--- src/rtl/ifu_fetch.sv ---
// Multi-cycle instruction fetch unit: one outstanding IMEM request at a time,
// {pc, inst} delivered downstream over valid/ready, with redirect and halt.
module ifu_fetch #(
  parameter logic [31:0] RESET_PC = 32'h8000_0000,
  parameter int          CNT_W    = 32
) (
  input  logic             clk,
  input  logic             rst,
  output logic             imem_req_valid,
  input  logic             imem_req_ready,
  output logic [31:0]      imem_req_addr,
  input  logic             imem_rsp_valid,
  input  logic [31:0]      imem_rsp_data,
  output logic             inst_valid,
  input  logic             inst_ready,
  output logic [31:0]      inst_pc,
  output logic [31:0]      inst,
  input  logic             redirect_valid,
  input  logic [31:0]      redirect_pc,
  input  logic             halt,
  output logic             halted,
  output logic [CNT_W-1:0] fetch_cnt
);

  typedef enum logic [2:0] {
    S_IDLE,
    S_REQ,
    S_WAIT,
    S_OUT,
    S_HALTED
  } state_t;

  state_t             state_q, state_d;
  logic [31:0]        pc_q, pc_d;
  logic               drop_q, drop_d;
  logic               halt_pend_q, halt_pend_d;
  logic [31:0]        inst_q, inst_d;
  logic [31:0]        inst_pc_q, inst_pc_d;
  logic [CNT_W-1:0]   cnt_q, cnt_d;

  logic [31:0]        redir_pc;
  logic               drop_now;
  logic               halt_now;
  logic               unused_redirect_lsbs;

  assign redir_pc             = {redirect_pc[31:2], 2'b00};
  assign unused_redirect_lsbs = ^redirect_pc[1:0];

  always_ff @(posedge clk or negedge rst) begin
    if (!rst) begin
      state_q     <= S_IDLE;
      pc_q        <= RESET_PC;
      drop_q      <= 1'b0;
      halt_pend_q <= 1'b0;
      inst_q      <= 32'h0;
      inst_pc_q   <= 32'h0;
      cnt_q       <= '0;
    end else begin
      state_q     <= state_d;
      pc_q        <= pc_d;
      drop_q      <= drop_d;
      halt_pend_q <= halt_pend_d;
      inst_q      <= inst_d;
      inst_pc_q   <= inst_pc_d;
      cnt_q       <= cnt_d;
    end
  end

  always_comb begin
    state_d     = state_q;
    pc_d        = pc_q;
    drop_d      = drop_q;
    halt_pend_d = halt_pend_q;
    inst_d      = inst_q;
    inst_pc_d   = inst_pc_q;
    cnt_d       = cnt_q;
    drop_now    = 1'b0;
    halt_now    = 1'b0;

    // Redirect loads the PC in any state; halt takes priority over it.
    if (redirect_valid && !halt) begin
      pc_d = redir_pc;
    end

    case (state_q)
      S_IDLE: begin
        state_d = S_REQ;
      end

      S_REQ: begin
        if (halt) begin
          if (imem_req_ready) begin
            state_d     = S_WAIT;
            drop_d      = 1'b1;
            halt_pend_d = 1'b1;
          end else begin
            state_d = S_HALTED;
          end
        end else if (imem_req_ready) begin
          state_d = S_WAIT;
          drop_d  = redirect_valid;
        end
      end

      S_WAIT: begin
        drop_now = drop_q || redirect_valid || halt;
        halt_now = halt_pend_q || halt;
        if (imem_rsp_valid) begin
          inst_d    = imem_rsp_data;
          inst_pc_d = pc_q;
          if (drop_now) begin
            drop_d      = 1'b0;
            halt_pend_d = 1'b0;
            state_d     = halt_now ? S_HALTED : S_REQ;
          end else begin
            state_d = S_OUT;
          end
        end else begin
          drop_d      = drop_now;
          halt_pend_d = halt_now;
        end
      end

      S_OUT: begin
        // A same-cycle handshake always counts, even when leaving for halt/redirect.
        if (inst_ready) begin
          cnt_d = cnt_q + {{(CNT_W-1){1'b0}}, 1'b1};
          if (!redirect_valid || halt) begin
            pc_d = pc_q + 32'd4;
          end
        end
        if (halt) begin
          state_d = S_HALTED;
        end else if (redirect_valid || inst_ready) begin
          state_d = S_REQ;
        end
      end

      S_HALTED: begin
        state_d = S_HALTED;
      end

      default: begin
        state_d = S_IDLE;
      end
    endcase
  end

  assign imem_req_valid = (state_q == S_REQ);
  assign imem_req_addr  = pc_q;
  assign inst_valid     = (state_q == S_OUT);
  assign inst_pc        = inst_pc_q;
  assign inst           = inst_q;
  assign halted         = (state_q == S_HALTED);
  assign fetch_cnt      = cnt_q;

endmodule

--- config.mk ---
export PLATFORM = sky130hd
export DESIGN_NAME = ifu_fetch
export DESIGN_NICKNAME = d
export VERILOG_FILES = /design/src/rtl/ifu_fetch.sv
export SDC_FILE = /design/constraint.sdc
export NUM_CORES = 1
export LEC_CHECK = 0
export CORE_UTILIZATION = 42
export CTS_CLUSTER_DIAMETER = 100
export DETAILED_ROUTE_END_ITERATION = 10
export HOLD_SLACK_MARGIN = 0.15
export PLACE_DENSITY = 0.8
export SYNTH_ARGS = -nofsm -noshare
export SYNTH_HDL_FRONTEND = slang
export SYNTH_SLANG_ARGS = --single-unit
--- constraint.sdc ---
create_clock -name clk -period 2.1 [get_ports clk]
set_clock_uncertainty 0.05 [all_clocks]
set_input_delay 0.525 -clock clk [delete_from_list [all_inputs] [get_ports clk]]
set_output_delay 0.525 -clock clk [all_outputs]
set_load 0.1 [all_outputs]
== Yosys cells after proc, flatten, opt, wreduce, memory -nomap -nowiden ==
Index checks and enable logic that the tools add are counted.

* Add/subtract/negate cells: 2
* Eq/ne operators: 10
* Multiplexer cells: 22
* Reductions and logical operators: 15

{| class="wikitable"
|+ Operators by type and width
! operator !! number
|-
| two-way mux 32 bit || 4
|-
| adder 32 x 1 -> 32 bit, second input constant || 1
|-
| adder 32 x 3 -> 32 bit, second input constant || 1
|-
| two-way mux 3 bit || 8
|-
| one-hot mux 3 bit (5 select lines) || 1
|-
| two-way mux 1 bit || 7
|-
| == test 3 x 2 -> 1 bit, second input constant || 2
|-
| != test 3 x 1 -> 1 bit, second input constant || 2
|-
| AND reduction 3 bit || 2
|-
| logical OR 1 bit || 5
|-
| != test 2 x 1 -> 1 bit, second input constant || 2
|-
| one-hot mux 1 bit (2 select lines) || 2
|-
| AND reduction 2 bit || 2
|-
| AND reduction 4 bit || 1
|-
| == test 3 x 1 -> 1 bit, second input constant || 1
|-
| == test 3 bit, second input constant || 1
|-
| zero test 3 bit || 1
|-
| != test 3 bit, second input constant || 1
|-
| zero test 1 bit || 2
|-
| != test 2 bit, second input constant || 1
|-
| nonzero test 2 bit || 1
|-
| logical AND 1 bit || 1
|}

* Register bits after elaboration: 133
* Input bits: 71
* Output and inout port bits: 131
* Word-level logic and storage cells: 56

== Depth between registers and ports, before layout ==
* Word-level depth: 6
* Mapped depth: 7
* Mapped depth without buffers: 5

== Least setup slack after synthesis ==
OpenSTA, ideal clock, no wires.

* Path kind: flip-flop to output port
* Start: reg state_q[0]
* End: out halted
* Data arrival time: 2.898 ns
* Required time: 1.525 ns
* Path slack: -1.373 ns
* Cell stages (with the launch flop): 3
* Path buffers: 1
* Cells stage by stage: dfrtp_1 -> clkbuf_1 -> nor3b_1

* Word-level cells in the longest chain between the ends: 1

{| class="wikitable"
|+ RTL lines
! item !! line !! text
|-
| start, declared || 33 || <nowiki>state_t state_q, state_d;</nowiki>
|-
| start signal, assigned || 59 || <nowiki>state_q <= state_d;</nowiki>
|-
| == test 3 bit || 154 || <nowiki>assign halted = (state_q == S_HALTED);</nowiki>
|-
| end, declared || 21 || <nowiki>output logic halted,</nowiki>
|}

No other way between the ends.

== Worst setup path in the final report ==
* Start: reg state_q[2]
* End: reg pc_q[20], in the netlist imem_req_addr[20]

* Word-level cells in the longest chain between the ends: 2

{| class="wikitable"
|+ RTL lines
! item !! line !! text
|-
| == test 3 x 2 -> 1 bit || 85 || <nowiki>case (state_q)</nowiki>
|-
| two-way mux 32 bit || 85 ||
|-
| net pc_d[20] || 34 || <nowiki>logic [31:0] pc_q, pc_d;</nowiki>
|-
| end signal, assigned || 60 || <nowiki>pc_q <= pc_d;</nowiki>
|-
| end, declared || 34 ||
|}

The timed path passes the listed nets, and every way through them passes these cells.
A chain may end at the register's enable or synchronous reset.

==> qor.txt <==
========================================================================================
Status                                                                         completed
Clock tree from TritonCTS                                                           done
Maximum count of clock buffers along a single path                                     2
Cell breakdown of the critical path                                         nand4b_4 -> or4_4 -> or4_4 -> a31oi_4
Remaining number of nets flagged by the antenna check after routing                    0
Yosys warns                                                                            0
Net count after synthesis                                                            733
Final period demand of the worst path                                            2.05 ns
Port buffer count                                                                    199
Relative slew margins                                                              59.8%
Worst reg2reg setup slack                                                        0.05 ns
Sort of element at the end of the critical path                                 register
Total I/O pin count                                                                  202
Die Wd                                                                            122 µm
Number of stages on the worst hold path                                                2
Iteration-0 DRC count of the detailed router                                         456
Area enclosed by the die boundary                                              14900 µm²
CTS root buf                                                                sky130_fd_sc_hd__clkbuf_16
Hold Startpoint                                                                 inst[23]
Worst Max-Slew Pin Slew                                                         0.598 ns
DRC violation count after routing                                                      0
Length in cells of the worst reg-to-reg path                                           4
CTS Sinks                                                                            133
Yosys top cell by area                                                      sky130_fd_sc_hd__dfrtp_1
Pin count of the biggest net entering global routing                                  43
Overall routing resource usage                                                     25.5%
Effective utilization at floorplan                                                 43.3%
Synthesized cell area                                                           6050 µm²
Max VDD drop                                                                    0.939 mV
Post-layout utilization of the core                                                71.6%
Syn avg cell area                                                               9.17 µm²
Hold_ws                                                                         0.427 ns
Worst hold path type                                                        register to register
Cell with the biggest individual delay on the critical path                 sky130_fd_sc_hd__or4_4
Total routed wirelength                                                          18.2 mm
Final worst-path cycle share                                                       97.7%
Crit path required time                                                          2.38 ns
Static power due to leakage                                                      4.52 nW
Final max-slew violation count                                                         0
Routed vias/inst                                                                    5.32
Area share of the leading cell type in the synthesized netlist                     54.6%
Number of flops mapped to enable cells by yosys                                        0
Hold worst-path end                                                             inst[23]
MaxCap Viol Count                                                                      0
Worst path arrival time                                                          2.33 ns
Area of the core                                                               14000 µm²
Number of global-route vias before repair                                           5833
Ant diodes                                                                             0
Critical Path Source Type                                                       register
Capture instance of the worst register-to-register path                     imem_req_addr[20]
Share of synthesized registers carrying an async set or reset                       100%
Number of H-tree levels                                                                4
CP dominant cell by count                                                   sky130_fd_sc_hd__or4_4
Top FF cell, synth                                                          sky130_fd_sc_hd__dfrtp_1
Synth Register Bits                                                                  133
Post-synthesis cell count                                                            660
RSZ-0062 raised after global routing                                                true
Power density over the cells                                                 1500 nW/µm²
Total vias in the final route                                                       5808
GR Overflow Total                                                                      0
Worst-skew pair later-pin latency                                                0.41 ns
Biggest cell delay along the critical path                                       0.65 ns
Clock transition at the registers of the reported paths                          0.05 ns
Worst reg2reg startpoint                                                      state_q[2]
Maximum clock rate                                                               487 MHz
Final HPWL DP                                                                    13.1 mm
Area growth from synthesis to final layout                                         65.6%
Post-synthesis cell type count                                                        43
Number of search-and-repair iterations in the first detailed-routing pass              5
Die H                                                                             122 µm
CTS Buf Count                                                                         17
Aggregate negative setup slack                                                      0 ns
Share of layout cells above drive strength 1                                       30.9%
Wire length of the first global-routing pass                                     29.2 mm
Critical path peak fanout                                                             16
Total number of nets in the final design                                             972
Standard-cell rows                                                                    43
Antenna violations before repair                                                       0
Sequential-to-total area share from yosys stat                                     55.0%
Final number of hold-violating endpoints                                               0
Routed wire length per instance                                                  16.6 µm
Classification of the worst setup path                                      register to register
Top cells by area, synth                                                    sky130_fd_sc_hd__dfrtp_1 (55%), sky130_fd_sc_hd__nand2_1 (14%), sky130_fd_sc_hd__xnor2_1 (4.3%)
Number of setup violations in the final report                                         0
RePlAce Congestion                                                                 0.892
========================================================================================
[per-layer routing]
layer | GRT usage [%] | share of wire, % | vias to the layer above
met5 | 0 | 0 | -
met4 | 12.6 | 3.6 | 0
met3 | 5.90 | 5.6 | 47
met2 | 40.9 | 49 | 195
met1 | 32.4 | 42 | 2814
li1 | - | - | 2752
[cells by family after synthesis]
family | after synthesis | share of synthesized area, %
adders and majority gates | 2 | 0.413
and+or+nand+nor | 372 | 28.7
xor gates and xnor gates | 39 | 5.65
buffers and inverters | 45 | 3.02
AOI/OAI and AO/OA | 69 | 7.22
DFF | 133 | 55.0
[timing repair]
item                                   CTS  global route
hold buffers                             1             0
pin swaps                                3             7
setup buffers                            3             6
setup endpoints to repair               20             8
cloned                                   0             1
resized for setup                        6             9
endpoints found under the hold margin   37             0
[where the power goes]
part           total, mW  switching [mW]  internal (mW)
clock               2.71            1.03           1.68
combinational       8.46            6.23           2.23
sequential          3.89           0.601           3.29
[cells in the mapped netlist (2+ instances only)]
cell type / number
sky130_fd_sc_hd__buf_2: 3
sky130_fd_sc_hd__clkbuf_2: 2
sky130_fd_sc_hd__o211ai_1: 3
sky130_fd_sc_hd__a21oi_1: 4
sky130_fd_sc_hd__nor2_1: 26
sky130_fd_sc_hd__or4_1: 19
sky130_fd_sc_hd__o21ai_0: 21
sky130_fd_sc_hd__xor2_1: 9
sky130_fd_sc_hd__o31ai_1: 13
sky130_fd_sc_hd__or3_1: 4
sky130_fd_sc_hd__nand4b_1: 3
sky130_fd_sc_hd__dfrtp_1: 132
sky130_fd_sc_hd__and2_1: 5
sky130_fd_sc_hd__nand2_1: 225
sky130_fd_sc_hd__a22oi_1: 2
sky130_fd_sc_hd__nand4_1: 27
sky130_fd_sc_hd__nor4_1: 4
sky130_fd_sc_hd__nor3b_1: 2
sky130_fd_sc_hd__and4_1: 8
sky130_fd_sc_hd__and3_1: 7
sky130_fd_sc_hd__nand3_1: 25
sky130_fd_sc_hd__clkbuf_1: 27
sky130_fd_sc_hd__ha_1: 2
sky130_fd_sc_hd__nor3_1: 11
sky130_fd_sc_hd__xnor2_1: 30
sky130_fd_sc_hd__inv_1: 10
sky130_fd_sc_hd__a31oi_1: 19
sky130_fd_sc_hd__buf_1: 2
[critical path: cells and delay by family (launching register included)]
kind             cells  cell delay, ns
flip-flops           1            0.37
AND/OR/NAND/NOR      3            1.37
AO/OA/AOI/OAI        1            0.18
[worst max-delay path by stage]
stage | end | startpoint
final | imem_req_addr[20] | state_q[2]
after global routing | imem_req_addr[23] | state_q[2]
after CTS | imem_req_addr[20] | imem_req_addr[3]
after detailed placement | imem_req_addr[20] | inst_ready
after global placement | imem_req_addr[20] | inst_ready
after floorplan | imem_req_addr[20] | imem_req_addr[2]
[state kept, by name, summed over array words and instances, names as in the netlist]
| name | count |
|---|---|
| inst | 32 |
| fetch_cnt | 32 |
| imem_req_addr | 32 |
| halt_pend_q | 1 |
| drop_q | 1 |
| state_q | 3 |
| inst_pc | 32 |
[area by class of cell]
class,count,area [µm²]
Clock buffer,27,483
Clock inverter,5,50.0
Fill cell,1024,3970
Inverter,10,37.5
Multi-Input combinational cell,482,2660
Sequential cell,133,3420
Tap cell,180,225
Timing Repair Buffer,255,3150
[cells in the final DEF (no fill, tap or decap), types with 13 or more instances in the layout]
cell / synthesis / routed
sky130_fd_sc_hd__nor2_1: 26 / 24
sky130_fd_sc_hd__o31ai_1: 13 / 13
sky130_fd_sc_hd__nand3_1: 25 / 24
sky130_fd_sc_hd__dfrtp_1: 132 / 85
sky130_fd_sc_hd__o21ai_0: 21 / 20
sky130_fd_sc_hd__xnor2_1: 30 / 30
sky130_fd_sc_hd__nand4_1: 27 / 27
sky130_fd_sc_hd__a31oi_1: 19 / 18
sky130_fd_sc_hd__nand2_1: 225 / 220
sky130_fd_sc_hd__buf_4: 0 / 98
sky130_fd_sc_hd__dfrtp_2: 0 / 34
sky130_fd_sc_hd__buf_12: 0 / 84
sky130_fd_sc_hd__clkbuf_16: 0 / 17
sky130_fd_sc_hd__clkdlybuf4s50_1: 0 / 66
sky130_fd_sc_hd__dfrtp_4: 0 / 13
sky130_fd_sc_hd__or4_1: 19 / 16
[stage by stage]
stage	instance area [µm²]	instances	power, mW	worst slack [ns]
after floorplan	6240	660	9.68	-0.209
after global placement	9370	1050	12.1	-0.604
after detailed placement	9370	1050	12.3	-0.713
after CTS	9940	1086	15.0	-0.0376
after global routing	10000	1092	15.7	-0.00763
final	10000	1092	15.1	0.0486
Power figures use the tool's default switching activity.
